**src/rtl/register_pkg.sv**
```systemverilog
// -----------------------------------------------------------------------------
// register_pkg
// Shared constants and types for the byte-enabled register.
//   DEFAULT_WIDTH : default data width in bits (32)
//   DEFAULT_LANES : number of 8-bit byte lanes at the default width
//   data_t        : data word of the default width
// No ports; imported by the register top and by its byte-lane flop.
// -----------------------------------------------------------------------------
package register_pkg;

    localparam int DEFAULT_WIDTH = 32;
    localparam int DEFAULT_LANES = DEFAULT_WIDTH / 8;

    typedef logic [DEFAULT_WIDTH-1:0] data_t;

endpackage : register_pkg

```
**src/rtl/register_byte_lane.sv**
```systemverilog
// -----------------------------------------------------------------------------
// register_byte_lane
// One 8-bit storage lane of the register: a bank of flops with asynchronous
// active-high reset and a lane-level write enable.
// Ports:
//   clk  in   1  rising-edge clock
//   rst  in   1  asynchronous active-high reset, loads RESET_VALUE
//   en   in   1  lane write enable (already qualified by the byte enable)
//   d    in   8  lane data
//   q    out  8  registered lane data
// -----------------------------------------------------------------------------
module register_byte_lane
    import register_pkg::*;
#(
    parameter logic [7:0] RESET_VALUE = 8'h00
) (
    input  logic       clk,
    input  logic       rst,
    input  logic       en,
    input  logic [7:0] d,
    output logic [7:0] q
);

    // Lane storage: reset dominates, otherwise load only when enabled so the
    // lane holds its value whenever it is not being written.
    always_ff @(posedge clk or posedge rst) begin
        if (rst) begin
            q <= RESET_VALUE;
        end else if (en) begin
            q <= d;
        end
    end

endmodule : register_byte_lane

```
**src/rtl/register.sv**
```systemverilog
// -----------------------------------------------------------------------------
// register
// WIDTH-bit register with per-byte write enables and asynchronous reset.
// q comes straight from flops; there is no combinational path from any input.
// WIDTH must be a positive multiple of 8.
// Ports:
//   d    in   WIDTH    data to capture
//   clk  in   1        rising-edge clock
//   q    out  WIDTH    registered data
//   rst  in   1        asynchronous active-high reset, q <= RESET_VALUE
//   en   in   1        write enable for the next rising edge
//   be   in   WIDTH/8  byte enables, bit i gates bits 8i+7..8i
//   par  out  1        even parity (^q), present only with REGISTER_PARITY_EN
// Configuration macro: REGISTER_PARITY_EN adds the registered parity output.
// -----------------------------------------------------------------------------
module register
    import register_pkg::*;
#(
    parameter int               WIDTH       = DEFAULT_WIDTH,
    parameter logic [WIDTH-1:0] RESET_VALUE = '0
) (
    input  logic [WIDTH-1:0]   d,
    input  logic               clk,
    output logic [WIDTH-1:0]   q,
    input  logic               rst,
    input  logic               en,
    input  logic [WIDTH/8-1:0] be
`ifdef REGISTER_PARITY_EN
    ,
    output logic               par
`endif
);

    localparam int LANES = WIDTH / 8;

    logic [LANES-1:0] lane_en;

    // A lane is written only when the global enable and its byte enable agree.
    assign lane_en = be & {LANES{en}};

    // One independent 8-bit flop bank per byte lane.
    for (genvar i = 0; i < LANES; i++) begin : g_lane
        register_byte_lane #(
            .RESET_VALUE (RESET_VALUE[8*i +: 8])
        ) u_lane (
            .clk (clk),
            .rst (rst),
            .en  (lane_en[i]),
            .d   (d[8*i +: 8]),
            .q   (q[8*i +: 8])
        );
    end

`ifdef REGISTER_PARITY_EN
    logic [WIDTH-1:0] q_next;

    // Value q will hold after the coming edge; parity is taken from this so
    // that par updates on the same edge as q and always matches ^q.
    always_comb begin
        q_next = q;
        for (int i = 0; i < LANES; i++) begin
            if (lane_en[i]) begin
                q_next[8*i +: 8] = d[8*i +: 8];
            end
        end
    end

    // Parity flop, reset to the parity of the reset value.
    always_ff @(posedge clk or posedge rst) begin
        if (rst) begin
            par <= ^RESET_VALUE;
        end else begin
            par <= ^q_next;
        end
    end
`endif

endmodule : register

```
**config.mk**
```make
export PLATFORM = sky130hd
export DESIGN_NAME = register
export DESIGN_NICKNAME = d
export VERILOG_FILES = /design/src/rtl/register_pkg.sv /design/src/rtl/register_byte_lane.sv /design/src/rtl/register.sv
export SDC_FILE = /design/constraint.sdc
export NUM_CORES = 1
export LEC_CHECK = 0
export BUFFER_PORTS_ARGS = -buffer_cell sky130_fd_sc_hd__buf_4
export CAP_MARGIN = 20
export CORE_MARGIN = 1.5
export CORE_UTILIZATION = 38
export DETAILED_ROUTE_END_ITERATION = 8
export PLACE_DENSITY_LB_ADDON = 0.12
export SLEW_MARGIN = 25
export SYNTH_ARGS = -nofsm -noshare
export SYNTH_HDL_FRONTEND = slang
export SYNTH_SLANG_ARGS = --single-unit
```
**constraint.sdc**
```tcl
create_clock -name clk -period 0.8 [get_ports clk]
set_clock_uncertainty 0.1 [all_clocks]
set_input_delay 0.04 -clock clk [delete_from_list [all_inputs] [get_ports clk]]
set_output_delay 0.04 -clock clk [all_outputs]
set_load 0.03 [all_outputs]
```
Word level (Yosys, flattened, before mapping)
Index checks and enable logic that the tools add are counted.
{"block": "totals", "mem_bits_ro": 0, "register_bits": 32, "in_bits": 39, "latch_bits": 0, "out_inout_bits": 32, "ram_bits": 0, "word_cells": 5, "mem_count": 0}
{"block": "classes", "n_div": 0, "bitwise": 1, "add_sub_neg": 0, "mux": 0, "n_eq_ne": 0, "mul": 0, "shift": 0, "reduce_logical": 0, "order_cmp": 0}
{"operator": "AND 4 bit", "n": 1}

Depth between registers and ports, before layout
Gate-level depths: netlist (run 1).
{"block": "depth", "word_depth": 1, "ltp_mapped": 2}

Modules after synthesis
From an unflattened synthesis (run 1), not the netlist that was laid out.
{"block": "hier_totals", "cells_unflattened": 76, "hier_area_um2": 1366.3}
{"mod": "register_byte_lane", "n_inst": 4, "cells_per_inst": 18, "area_each_um2": 335.3}
{"mod": "register", "n_inst": 1, "cells_per_inst": 4, "area_each_um2": 25.0}

Worst setup path after synthesis (run 1)
OpenSTA, ideal clock, no wires.
{"block": "synth_timing", "path_kind": "register -> register", "start": "register g_lane[0].u_lane.q[0] (netlist name)", "end": "register g_lane[0].u_lane.q[0]", "setup_time_ps": 125, "t_arrival_ps": 758, "stages_incl_launch_ff": 2, "setup_slack_ps": -183, "path_cell_list": "dfrtp_1 > mux2_2"}
{"element": "end signal: assignment", "line": "register_byte_lane.sv:28", "source": "q <= RESET_VALUE;"}
{"element": "end signal: assignment", "line": "register_byte_lane.sv:30", "source": "q <= d;"}
{"element": "end: declaration", "line": "register_byte_lane.sv:21", "source": "output logic [7:0] q"}

Worst setup path in the final report (run 1)
{"block": "layout_timing", "start": "register g_lane[2].u_lane.q[5]", "end": "output q[21]"}
{"element": "start: declaration", "line": "register_byte_lane.sv:21"}
{"element": "start signal: assignment", "line": "register_byte_lane.sv:28"}
{"element": "start signal: assignment", "line": "register_byte_lane.sv:30"}
{"element": "end: declaration", "line": "register.sv:24", "source": "output logic [WIDTH-1:0] q,"}
No word-level cell between the ends.

==> out/results.txt, run 1 <==
# H-tree levels -> 2
Peak fanout along the critical path -> 2
Wire length of the first global-routing pass -> 4550 um
Register bit total from synthesis -> 32
Largest net degree at the start of global routing -> 33
WS Path Type -> reg2out
WHS -> -0.169 ns
Root buf cell -> clkbuf_4
Most frequent cells in the layout -> 44 x buf_6, 39 x buf_4, 32 x mux2_4, 32 x dfrtp_2, 5 x clkbuf_4
Slew Limit Fails -> 0
Final setup margin -> -0.329 ns
Synth warnings -> 0
GRT Util Overall -> 18.2%
Max IR drop VDD -> 1.26 mV
Die Ht -> 59.0 um
Biggest regs -> g_lane.u_lane.q x32
Reg clk slew, reported paths -> 0.10 ns
Worst EP required -> 0.66 ns
Max reg flops -> 32
Setup WS pre-CTS -> -0.171 ns
Yosys cell types -> 4
Crit path cell chain -> buf_6 > buf_6
Initial Util -> 39.6%
Residual DRC count -> 0
Reg with most FFs -> g_lane.u_lane.q
Most used cell along the critical path -> buf_6
GRT Residual Overflow -> 0
Relative slew slack -> 81.3%
Top cells by area, synth -> dfrtp_1 67%, mux2_2 30%, nand2_2 2.1%
Minimum clock period -> 1.13 ns
Number of global-route vias before repair -> 998
Max-Cap Viols -> 0
Failing checks -> hold timing, setup timing
Yosys top cell area share -> 67.3%
PortBufs -> 70
Latest clock arrival within the worst-skew pair -> 0.33 ns
Initial antenna violation count -> 0
Worst Setup Start Kind -> flop
Fraction of layout cells with a size suffix above 1 -> 99.4%
Final Wtd Congestion -> 0.685
Post-Route WL -> 2850 um
Die width -> 59.0 um
Leading area contributor after synthesis -> dfrtp_1
Worst path arrival time -> 0.99 ns
Routed wl met3 -> 243 um
CTS tree -> yes
WL/cell -> 14.7 um
Synth-to-Final Area Change -> 91.5%
Pleak -> 1.14 nW
CTS sink cnt -> 32
Worst setup EP type -> output port
Hold WC Path Type -> in2reg
Drt pass-1 iters -> 4
Final period util -> 141%
DIE AREA -> 3480 um2
Cell Pwr Density -> 2190 nW/um2
Slowest cell on crit path -> dfrtp_2
Wl on met1 -> 1090 um
Unrepaired setup endpoints after global routing -> yes
Slew at the pin with the worst max-slew slack -> 0.279 ns
Post-DRT Antenna Nets -> 0
Post-Syn Area -> 1190 um2
Met2 Routed Length -> 1490 um
Diode count -> 0
Most common cell after layout, fill and taps aside -> buf_6
1st-iter DRT viols -> 22
Outcome -> finished with violations
Vias per cell -> 4.69
Crit-path max cell delay -> 0.42 ns
Ports -> 71
Hold Vio Cnt, Final -> 32
Syn avg cell area -> 17.2 um2
Synth Instances -> 69
Final setup violation count -> 64
Top Layer Used -> met4
Final Net Count -> 200
Max Root-Sink Buffers -> 2
CTS Hold Buffers Added -> 1
Routed vias -> 909
Syn Nets -> 108
Row cnt -> 20
Core area -> 3000 um2
Max Freq -> 886 MHz
Total CTS buffers -> 5
Sequential-to-total area share from yosys stat -> 67.3%
[synth_stat cells]
cell type / number
dfrtp_1: 32
inv_1: 1
mux2_2: 32
nand2_2: 4
[power breakdown]
part           total, mW  internal [mW]  leakage, nW  switching (mW)
Combinational       1.88           1.08        0.763           0.798
Clock               1.02          0.498       0.0374           0.519
Sequential          2.09           1.90        0.343           0.191
[logic make-up (layout without fill, tap and decap cells)]
group                  Yosys count  after routing  synth area share, %
AND/OR/NAND/NOR                  4              4                 2.10
buffers and inverters            1             93                0.315
multiplexers                    32             32                 30.3
flip-flops                      32             32                 67.3
[metrics by stage]
step | setup TNS (ns) | std cells | utilization [%] | cell area (um2) | total power, mW
2_1_floorplan | -4.61 | 69 | - | 1350 | 2.99
3_3_place_gp | -4.74 | 176 | 65.4 | 1960 | 3.60
3_5_place_dp | -5.16 | 176 | 65.4 | 1960 | 3.63
4_1_cts | -11.67 | 192 | 75.1 | 2260 | 5.00
5_1_grt | -13.18 | 194 | 75.9 | 2280 | 5.21
6_report | -11.33 | 194 | 75.9 | 2280 | 4.99
[path summary, 6_finish.rpt]
kind	start	end	slack, ns	cells past startpoint
min in group asynchronous	rst	g_lane[0].u_lane.q[3]$_DFFE_PP0P_	0.19	4
min	d[1]	g_lane[0].u_lane.q[1]$_DFFE_PP0P_	-0.17	2
max reg2reg	g_lane[0].u_lane.q[2]$_DFFE_PP0P_	g_lane[0].u_lane.q[2]$_DFFE_PP0P_	-0.20	2
max in group asynchronous	rst	g_lane[2].u_lane.q[4]$_DFFE_PP0P_	0.22	4
min reg2reg	g_lane[3].u_lane.q[6]$_DFFE_PP0P_	g_lane[3].u_lane.q[6]$_DFFE_PP0P_	0.44	1
max	g_lane[2].u_lane.q[5]$_DFFE_PP0P_	q[21]	-0.33	2
[worst max-delay path: cells and delay by family (launching register included)]
| kind | cells | cell delay [ns] |
|---|---|---|
| flip-flops | 1 | 0.42 |
| buffers and inverters | 2 | 0.23 |
[what timing repair did]
action,4_1_cts,5_1_grt
cloned,0,0
setup endpoints to repair,64,64
gates resized for setup,42,2
buffers inserted,8,2
endpoints found under the hold margin,64,32
[cell type report]
class / instances / area [um2]
well taps: 33 / 41.3
clock buffers: 7 / 65.1
multi-input cells: 36 / 505
fillers: 212 / 724
flip-flops and latches: 32 / 841
repair buffers: 85 / 818
inverters: 1 / 7.51
[layer usage]
metal / GRT usage, % / up-vias
met5: 0 / -
met4: 7.79 / 0
met3: 7.47 / 4
met2: 27.6 / 44
met1: 23.0 / 438
li1: - / 423
(Power assumes the default switching activity.)
==> run 2: changes to the inputs <==
Settings changed: SKIP_CTS_REPAIR_TIMING from default to 1.
==> run 2 against run 1 <==
The flow still finishes with violations (hold timing, setup timing); clock power about the same; critical path depth unchanged; via count fell by 4.4%; first-iteration DRC count grew 4.5%; die area did not move; fmax shrank 0.17%; hold slack gained 0.0018 ns; design area down 3.8%; sequential share of layout area up 1.5 points; total power decreased by 2.6%; global-route usage is 1.6 points lower; cell count fell by 4.1%; critical path type unchanged; critical endpoint is now q[2]; highest routed layer unchanged.
==> out/results.txt, run 2 (same netlist as run 1, synthesis figures left out) <==
Outcome -> finished with violations
Failing checks -> hold timing, setup timing
Worst path arrival time -> 0.99 ns (about the same)
CTS sink cnt -> 32 (unchanged)
Fraction of layout cells with a size suffix above 1 -> 99.3% (about the same)
Max Root-Sink Buffers -> 2 (unchanged)
Top delay family on crit path -> flip-flops
Comb power frac -> 36.0% (-1.7 points)
WL/cell -> 14.5 um (-1.0%)
Drt pass-1 iters -> 4 (unchanged)
Final Wtd Congestion -> 0.685 (unchanged)
Clock power share -> 21.1% (+0.7 points)
Largest net degree at the start of global routing -> 33 (unchanged)
Wire length of the first global-routing pass -> 4140 um (-9.1%)
Hold Vio Cnt, Final -> 32 (unchanged)
Most used cell along the critical path -> buf_6
Max-Cap Viols -> 0 (unchanged)
CTS tree -> yes
Placed cell count -> 176 (unchanged)
Hold path depth -> 2 (unchanged)
GRT Util Overall -> 16.6% (-1.6 points)
Worst Setup Start Kind -> flop
Sequential share of power -> 42.9% (+1.0 points)
WP depth -> 2 (unchanged)
Hold Startpoint -> d[1]
Worst EP required -> 0.66 ns (about the same)
Final setup violation count -> 64 (unchanged)
Area occupied by multi-input gates -> 505 um2 (unchanged)
Register area -> 841 um2 (unchanged)
Worst setup EP type -> output port
PortBufs -> 70 (unchanged)
# H-tree levels -> 2 (unchanged)
Slew Limit Fails -> 0 (unchanged)
Max Freq -> 884 MHz (-0.17%)
WS Path Type -> reg2out
Die Ht -> 59.0 um (unchanged)
Residual DRC count -> 0 (unchanged)
Switching pwr -> 1.48 mW (-1.8%)
Internal -> 3.38 mW (-2.9%)
Cell Pwr Density -> 2220 nW/um2 (+1.3%)
Post-DRT Antenna Nets -> 0 (unchanged)
Hold WC Path Type -> in2reg
Max reg flops -> 32 (unchanged)
Core area -> 3000 um2 (unchanged)
Number of global-route vias before repair -> 889 (-11%)
Crit-path max cell delay -> 0.42 ns (about the same)
Biggest regs -> g_lane.u_lane.q x32
Final setup margin -> -0.331 ns (-0.00196 ns)
Switch share -> 30.5% (+0.25 points)
Routed vias -> 869 (-4.4%)
Non-filler cells, final -> 186 (-4.1%)
Crit path cell chain -> buf_6 > buf_6
Worst r2r path cells -> 2 (unchanged)
Final period util -> 141% (+0.25 points)
Reg with most FFs -> g_lane.u_lane.q
Fin util -> 73.0% (-2.9 points)
Final Net Count -> 192 (-4.0%)
WHS -> -0.167 ns (+0.00182 ns)
Unrepaired setup endpoints after global routing -> yes
Slowest cell on crit path -> dfrtp_2
Most frequent cells in the layout -> 38 x buf_4, 37 x buf_6, 32 x mux2_4, 32 x dfrtp_2, 5 x clkbuf_4
FILL cells -> 223 (+5.2%)
Vias per cell -> 4.67 (-0.29%)
Max IR drop VDD -> 1.19 mV (-5.8%)
Initial Util -> 39.6% (unchanged)
Buffers & Inverters on Critical Path -> 2 (unchanged)
Slew at the pin with the worst max-slew slack -> 0.279 ns (+0.0000967 ns)
Crit. Startpoint -> g_lane[0].u_lane.q[2]$_DFFE_PP0P_
DIE AREA -> 3480 um2 (unchanged)
Ports -> 71 (unchanged)
Relative slew slack -> 81.3% (about the same)
Initial antenna violation count -> 0 (unchanged)
Most common cell after layout, fill and taps aside -> buf_4
RR Startpoint -> g_lane[3].u_lane.q[5]$_DFFE_PP0P_
Reg clk slew, reported paths -> 0.10 ns (about the same)
Post-Route WL -> 2710 um (-5.1%)
Total Power -> 4.86 mW (-2.6%)
Root buf cell -> clkbuf_4
Minimum clock period -> 1.13 ns (+0.00196 ns)
Synth-to-Final Area Change -> 84.2%
Peak fanout along the critical path -> 2 (unchanged)
1st-iter DRT viols -> 23 (+4.5%)
Row cnt -> 20 (unchanged)
Total CTS buffers -> 5 (unchanged)
Pleak -> 1.10 nW (-4.1%)
Diode count -> 0 (unchanged)
GRT Residual Overflow -> 0 (unchanged)
Die width -> 59.0 um (unchanged)
Latest clock arrival within the worst-skew pair -> 0.33 ns (about the same)
==> run 2: layer usage <==
metal	vias up	wire, um	track usage (%)
met5	-	0	0
met4	0	24	7.79
met3	4	241	7.47
met2	44	1360	24.0
met1	417	1080	21.4
li1	404	-	-
==> run 2: per-stage QoR <==
| step | area, um2 | setup TNS, ns | setup WS [ns] |
|---|---|---|---|
| after global placement | 1960 | -4.74 | -0.166 |
| after global routing | 2190 | -12.23 | -0.378 |
| final | 2190 | -10.43 | -0.331 |
| after floorplan | 1350 | -4.61 | -0.144 |
| after CTS | 2030 | -11.19 | -0.390 |
| after detailed placement | 1960 | -5.16 | -0.171 |
==> run 2: path summary, 6_finish.rpt <==
kind	end	slack, ns
max reg2reg	g_lane[3].u_lane.q[5]$_DFFE_PP0P_	-0.20
min	g_lane[0].u_lane.q[1]$_DFFE_PP0P_	-0.17
max in group asynchronous	g_lane[2].u_lane.q[2]$_DFFE_PP0P_	0.23
min in group asynchronous	g_lane[0].u_lane.q[3]$_DFFE_PP0P_	0.18
min reg2reg	g_lane[2].u_lane.q[1]$_DFFE_PP0P_	0.43
max	q[2]	-0.33
==> run 2: power by group through the flow <==
stage	registers [mW]	clock network [mW]	logic, mW
global route	2.12	1.11	1.84
floorplan	2.55	0	0.436
CTS	2.04	1.05	1.57
finish	2.09	1.03	1.75
detailed placement	2.07	0	1.56
global placement	2.06	0	1.54
==> run 2: area by class of cell <==
| class | count | share of cell area, % |
|---|---|---|
| Tap cell | 33 | 1.88 |
| Clock buffer | 7 | 2.97 |
| Sequential cell | 32 | 38.4 |
| Timing Repair Buffer | 77 | 33.4 |
| Multi-Input combinational cell | 36 | 23.1 |
| Inverter | 1 | 0.342 |
